File: config.mk
export PLATFORM = sky130hd
export DESIGN_NAME = dmem_arbiter
export DESIGN_NICKNAME = d
export VERILOG_FILES = /design/src/rtl/dmem_arbiter.sv
export SDC_FILE = /design/constraint.sdc
export NUM_CORES = 1
export LEC_CHECK = 0
export ABC_AREA = 0
export ABC_CLOCK_PERIOD_IN_PS = 2580
export CORE_MARGIN = 5
export CORE_UTILIZATION = 38
export CTS_BUF_LIST = sky130_fd_sc_hd__clkbuf_2 sky130_fd_sc_hd__clkbuf_4 sky130_fd_sc_hd__clkbuf_8
export DETAILED_ROUTE_END_ITERATION = 8
export MAX_ROUTING_LAYER = met4
export PLACE_DENSITY = 0.83
export REMOVE_ABC_BUFFERS = 1
export SYNTH_ARGS = -nofsm -noshare
export SYNTH_HDL_FRONTEND = slang
export SYNTH_SLANG_ARGS = --single-unit
File: constraint.sdc
create_clock -name clk -period 2.58 [get_ports clk]
set_clock_uncertainty 0.2 [all_clocks]
set_input_delay 0.516 -clock clk [delete_from_list [all_inputs] [get_ports clk]]
set_output_delay 0.516 -clock clk [all_outputs]
set_load 0.02 [all_outputs]
File: src/rtl/dmem_arbiter.sv
// Two-port round-robin arbiter/sequencer for the single-port data memory.
// Optional DMEM_ARB_PERF_EN adds saturating grant/conflict counters.
module dmem_arbiter #(
   parameter int MEM_BYTES = 1024,
   parameter int AW        = 32,
   parameter int DW        = 32
) (
   input  logic          clk,
   input  logic          rst,
   input  logic [1:0]    req_valid,
   output logic [1:0]    req_ready,
   input  logic [1:0]    req_we,
   input  logic [AW-1:0] req_addr0,
   input  logic [AW-1:0] req_addr1,
   input  logic [DW-1:0] req_wdata0,
   input  logic [DW-1:0] req_wdata1,
   output logic [1:0]    rsp_valid,
   output logic [DW-1:0] rsp_rdata,
   output logic          rsp_err,
   output logic          mem_readEn,
   output logic          mem_writeEn,
   output logic [AW-1:0] mem_address,
   output logic [DW-1:0] mem_datain,
   input  logic [DW-1:0] mem_dataout
`ifdef DMEM_ARB_PERF_EN
   ,
   output logic [15:0]   perf_grant0,
   output logic [15:0]   perf_grant1,
   output logic [15:0]   perf_conflict
`endif
);

   typedef enum logic [1:0] {IDLE, ACCESS, RESP} state_t;

   localparam logic [AW-1:0] LIMIT = AW'(MEM_BYTES - 3);

   state_t          state;
   logic            last_grant;
   logic            owner_q;
   logic            we_q;
   logic [AW-3:0]   addr_q;
   logic [DW-1:0]   wdata_q;
   logic            legal_q;
   logic [DW-1:0]   rdata_q;
   logic            err_q;

   logic            win;
   logic            win_vld;
   logic            hs;
   logic            sel_we;
   logic [AW-1:0]   sel_addr;
   logic [DW-1:0]   sel_wdata;
   logic            sel_legal;

   // Tie goes to the port that was not granted last.
   always_comb begin
      win     = 1'b0;
      win_vld = 1'b0;
      case (req_valid)
         2'b01: win_vld = 1'b1;
         2'b10: begin
            win     = 1'b1;
            win_vld = 1'b1;
         end
         2'b11: begin
            win     = ~last_grant;
            win_vld = 1'b1;
         end
         default: ;
      endcase
   end

   assign hs        = (state == IDLE) && win_vld;
   assign req_ready = hs ? (win ? 2'b10 : 2'b01) : 2'b00;
   assign sel_we    = win ? req_we[1] : req_we[0];
   assign sel_addr  = win ? req_addr1 : req_addr0;
   assign sel_wdata = win ? req_wdata1 : req_wdata0;
   // Full-width compare so wrap addresses like 0xFFFFFFFC are rejected.
   assign sel_legal = sel_addr < LIMIT;

   assign mem_address = {addr_q, 2'b00};
   assign mem_datain  = wdata_q;
   assign rsp_rdata   = rdata_q;
   assign rsp_err     = err_q;

   always_ff @(posedge clk) begin
      if (rst) begin
         state       <= IDLE;
         last_grant  <= 1'b1;
         owner_q     <= 1'b0;
         we_q        <= 1'b0;
         addr_q      <= '0;
         wdata_q     <= '0;
         legal_q     <= 1'b0;
         rdata_q     <= '0;
         err_q       <= 1'b0;
         rsp_valid   <= 2'b00;
         mem_readEn  <= 1'b0;
         mem_writeEn <= 1'b0;
      end else begin
         case (state)
            IDLE: begin
               if (hs) begin
                  owner_q     <= win;
                  last_grant  <= win;
                  we_q        <= sel_we;
                  addr_q      <= sel_addr[AW-1:2];
                  wdata_q     <= sel_wdata;
                  legal_q     <= sel_legal;
                  mem_writeEn <= sel_legal & sel_we;
                  mem_readEn  <= sel_legal & ~sel_we;
                  state       <= ACCESS;
               end
            end
            ACCESS: begin
               mem_writeEn <= 1'b0;
               mem_readEn  <= 1'b0;
               rdata_q     <= (legal_q && !we_q) ? mem_dataout : '0;
               err_q       <= ~legal_q;
               rsp_valid   <= owner_q ? 2'b10 : 2'b01;
               state       <= RESP;
            end
            RESP: begin
               rsp_valid <= 2'b00;
               state     <= IDLE;
            end
            default: state <= IDLE;
         endcase
      end
   end

`ifdef DMEM_ARB_PERF_EN
   logic conflict;

   // A cycle counts when both ports want service and one of them waits.
   assign conflict = (&req_valid) && !(&(req_valid & req_ready));

   always_ff @(posedge clk) begin
      if (rst) begin
         perf_grant0   <= '0;
         perf_grant1   <= '0;
         perf_conflict <= '0;
      end else begin
         if (hs && !win && perf_grant0 != 16'hFFFF)
            perf_grant0 <= perf_grant0 + 16'd1;
         if (hs && win && perf_grant1 != 16'hFFFF)
            perf_grant1 <= perf_grant1 + 16'd1;
         if (conflict && perf_conflict != 16'hFFFF)
            perf_conflict <= perf_conflict + 16'd1;
      end
   end
`endif

endmodule

==> Yosys cells after proc, flatten, opt, wreduce, memory -nomap -nowiden <==
Cells that the tools add are included.
{ "word_totals": {"elab_cells": 49, "regBits": 105, "out_inout_bits": 103} }
{ "classes": {"mux": 16, "n_reduce_logical": 9, "n_bitwise": 5, "eq_ne": 6, "order_cmp": 1} }
{ "ops": {"columns": ["op", "n"], "rows": [
  ["32-bit two-way mux", 3],
  ["32-bit by 10-bit less-than comparator with 1-bit output, second input constant", 1],
  ["2-bit two-way mux", 4],
  ["2-bit case mux with 2 select lines", 2],
  ["2-bit == test, second input constant", 3],
  ["1-bit case mux with 2 select lines", 3],
  ["2-bit by 1-bit == test with 1-bit output, second input constant", 2],
  ["1-bit two-way mux", 4],
  ["2-bit AND reduction", 2],
  ["2-bit nonzero test", 2],
  ["1-bit inverter", 3],
  ["3-bit OR reduction", 1],
  ["1-bit AND", 2],
  ["1-bit logical AND", 2],
  ["2-bit zero test", 1],
  ["2-bit inequality test, second input constant", 1],
  ["1-bit zero test", 1]
]} }

==> Depth between registers and ports, before layout <==
Gate-level depths: netlist of the first run.
{ "logic_depth": {"ltp_word": 7, "depth_mapped": 8, "depth_no_buf": 7} }

==> Least setup slack after synthesis of the first run <==
No wires, ideal clock.
{ "synth_path": {"path_kind": "register to output", "from": "register state[0]", "to": "output req_ready[0]", "arrival_time_ps": 1445, "n_path_buf": 1, "stages_incl_launch_ff": 6, "path_slack_ps": 419, "path_cell_list": "dfxtp_1 -> inv_1 -> ha_1 -> o21ai_1 -> nor2_2 -> clkbuf_1"} }
{ "synth_between": {"elab_chain_cells": 3} }
{ "synth_lines": {"columns": ["item", "line", "text"], "rows": [
  ["from (decl)", "37", "state_t state;"],
  ["from (signal assigned)", "88", "state <= IDLE;"],
  ["from (signal assigned)", "112", "state <= ACCESS;"],
  ["from (signal assigned)", "121", "state <= RESP;"],
  ["2-bit zero test", "73", "assign hs = (state == IDLE) && win_vld;"],
  ["1-bit logical AND", "73", null],
  ["2-bit two-way mux", "74", "assign req_ready = hs ? (win ? 2'b10 : 2'b01) : 2'b00;"],
  ["to (decl)", "11", "output logic [1:0] req_ready,"]
]} }
No other way between the ends.

==> Final worst setup path of the first run <==
{ "layout_path": {"from": "input req_valid[1]", "to": "output req_ready[1]"} }
{ "layout_between": {"elab_chain_cells": 5} }
{ "layout_lines": {"columns": ["item", "line", "text"], "rows": [
  ["from (decl)", "10", "input logic [1:0] req_valid,"],
  ["2-bit == test / 2-bit by 1-bit == test with 1-bit output (equally long branches)", "59", "case (req_valid)"],
  ["3-bit OR reduction (no line)", null, null],
  ["1-bit two-way mux", "59", null],
  ["1-bit logical AND", "73", null],
  ["2-bit two-way mux (*)", "74", null]
]} }
Mark *: on every way between the ends. The rest lies on a longest branch, timed or not.

==> results of run 1 <==
## metrics by stage
| stage | area [µm²] | worst slack (ns) |
|---|---|---|
| final | 7318 | 0.09384 |
| after CTS | 7311 | 0.03363 |
| after detailed placement | 7108 | -0.1885 |
| after global placement | 7108 | -0.1399 |
| after global routing | 7318 | 0.03351 |
| after floorplan | 4104 | -2.211 |
## cells by family (layout without fill, tap and decap cells)
family	after synthesis	count (layout)	share of synthesized area
simple gates	166	166	0.1785
compound gates	111	111	0.1922
flops	105	105	0.4915
buf+inv	44	301	0.04301
mux	35	35	0.08221
fa+ha+maj	4	4	0.01170
other cells	1	2	0.0008769
## routing by layer
metal  routed length [µm]  vias to the layer above  part of all wire
met5                    0                        -                 0
met2                 7340                      244              0.48
met4                  337                        0             0.022
met3                 1680                       24              0.11
li1                     -                     2192                 -
met1                 5926                     2122              0.39
## tightest hold or removal path, stage by stage (launching register included)
cell and delay, ns:
dfxtp_1 0.33, nand2_1 0.05, a21oi_1 0.05
## path summary, 6_finish.rpt
check / start / slack (ns) / depth (start not counted) / end
setup reg to reg: state[1] / 0.59 / 7 / mem_writeEn
hold / removal: legal_q / 0.27 / 2 / legal_q
hold reg to reg: legal_q / 0.27 / 2 / legal_q
setup / recovery: req_valid[1] / 0.09 / 4 / req_ready[1]
## placed cells by master (no fill, tap or decap), types with 4 or more instances in the layout
master / count
a21oi_1: 36
a222oi_1: 31
nand2_1: 6
mux2i_1: 33
a211oi_1: 31
ha_1: 4
nand4_1: 4
clkbuf_8: 9
dfxtp_1: 105
clkdlybuf4s50_1: 263
nor4_1: 10
o21ai_0: 4
nor2_1: 106
buf_4: 16
nor2b_1: 32
## flip-flops by register name (all words and copies together), names as in the netlist
signal       cells
last_grant       1
rsp_err          1
rsp_rdata       32
mem_readEn       1
owner_q          1
rsp_valid        2
addr_q          30
we_q             1
mem_datain      32
legal_q          1
mem_writeEn      1
state            2
## report_power, final
group / internal, µW / leakage [µW] / switching (µW)
Combinational: 676 / 0.00179 / 648
Sequential: 1770 / 0.000861 / 81.6
Clock: 463 / 0.0000963 / 557
## final cells by class
class,instances,area (µm²),share of cell area
timing repair buffer,283,2813,0.3843
sequential,105,2102,0.2872
multi-input combinational,318,2022,0.2763
tap,140,175.2,0.02394
clock buffer,10,131.4,0.01795
clock inverter,6,67.56,0.009232
inverter,2,7.507,0.001026
==> flow_metrics.tcl, run 1 <==
set metrics [dict create \
    grt_start_max_net_pins 63 \
    syn_inst 466 \
    yosysWarnings 0 \
    ys.flop_type "dfxtp_1" \
    antenna_found_initial 0 \
    start_kind "primary input" \
    ioPinCount 269 \
    drv_slew 0 \
    cts_hold_buffers 0 \
    post-dp-hpwl_um 11820 \
    hold_viol 0 \
    fmax_mhz 402.2 \
    status "finished, final reports clean" \
    grtUsageMet1 0.2568 \
    insertion_delay_ns 0.36 \
    clk_pin_slew_ns 0.09 \
    max_stage_delay_ns 0.49 \
    cts_tree "yes" \
    final_core_util 0.6692 \
    setup_viol 0 \
    die_w_um 116.1 \
    syn_area_um2 4277 \
    avgSynthCellArea_um2 9.177 \
    ant_nets 0 \
    setup-tns-final_ns 0 \
    htreeDepth 3 \
    synth_area_leader_cell "dfxtp_1" \
    endpoint_kind "primary output" \
    route.detailed.drc 0 \
    rsz0062_at_grt "no" \
    maxCapViolCount 0 \
    post_cts_resized 2 \
    synthTopCellsByArea "dfxtp_1 49%, nor2_1 9.4%, mux2i_1 8.0%, a222oi_1 7.3%, a211oi_1 5.4%" \
    antenna_cells 0 \
    synthTopCellsByCount "107 x nor2_1, 105 x dfxtp_1, 36 x a21oi_1, 34 x clkbuf_1, 34 x mux2i_1" \
    rows 38 \
    seq_area_frac_synth 0.4915 \
    synth_top_area_frac 0.4915 \
    core_area_um2 10940 \
    grt_usage 0.2248 \
    synth-edff-count 0 \
    worst_ir_drop_vdd_uv 301.5 \
    critical_path_class "in2out" \
    initial_utilization 0.3911 \
    top_usage_layer "met2" \
    layout.nets 889 \
    first_pass_iters 6 \
    gp_congestion 0.9641 \
    p_leak_uw 0.002746 \
    numPortBuffers 266 \
    cts_root_buffer "clkbuf_8" \
    cp.arrival_ns 1.77 \
    cp.required_ns 1.86 \
    crit_chain "clkdlybuf4s50_1, a21boi_4, and2_1, dlygate4sd2_1" \
    grt.overflow.total 0 \
    cp_num_buf_inv 2 \
    vias 4582 \
    cts_setup_buffers 0 \
    drt_wl_total_um 15280 \
    worstHoldPathType "reg2reg" \
    totalPowerFinal_uw 4194 \
    drtIter0Drc 376 \
    grt_use_met2 0.3671 \
    grt_pass1_vias 4627 \
    grt_pass1_wl_um 23180 \
    syn_to_final_growth_pct 71.12 \
    whs_ns 0.2700 \
    cts_buffer_depth 2 \
    period_needed_ns 2.486 \
    clock_sinks 105 \
    synth_cell_type_count 33 \
    cp_top_family "buffers and inverters" \
    drt-vias-per-instance 5.303 \
    met3_usage 0.07728 \
    die_area_um2 13480 \
    critPathMaxFanout 2 \
    avgRoutedWirePerCell_um 17.69 \
    fin_cells 864 \
    cts_buffers 9 \
    dp.cells 848 \
    nFillCells 889 \
    power_density_nw_per_um2 573.1 \
    synth-async-reset-ratio 0 \
    period_share 0.9636 \
    synth-seq-cells 105 \
    cp_slowest_cell "clkdlybuf4s50_1" \
    die_height_um 116.1 \
    drive_gt1_frac 0.05939 \
    synth.most_common_cell "nor2_1" \
]
Note: power is estimated with default switching activity, not from simulation.
==> run 2: changes to the inputs <==
--- a/config.mk
+++ b/config.mk
@@ -10,6 +10,7 @@
 export CORE_MARGIN = 5
 export CORE_UTILIZATION = 38
 export CTS_BUF_LIST = sky130_fd_sc_hd__clkbuf_2 sky130_fd_sc_hd__clkbuf_4 sky130_fd_sc_hd__clkbuf_8
+export CTS_CLUSTER_SIZE = 10
 export DETAILED_ROUTE_END_ITERATION = 8
 export MAX_ROUTING_LAYER = met4
 export PLACE_DENSITY = 0.83
==> results of run 2 <==
The final DEF is identical to that of run 1; final timing and power are the same.
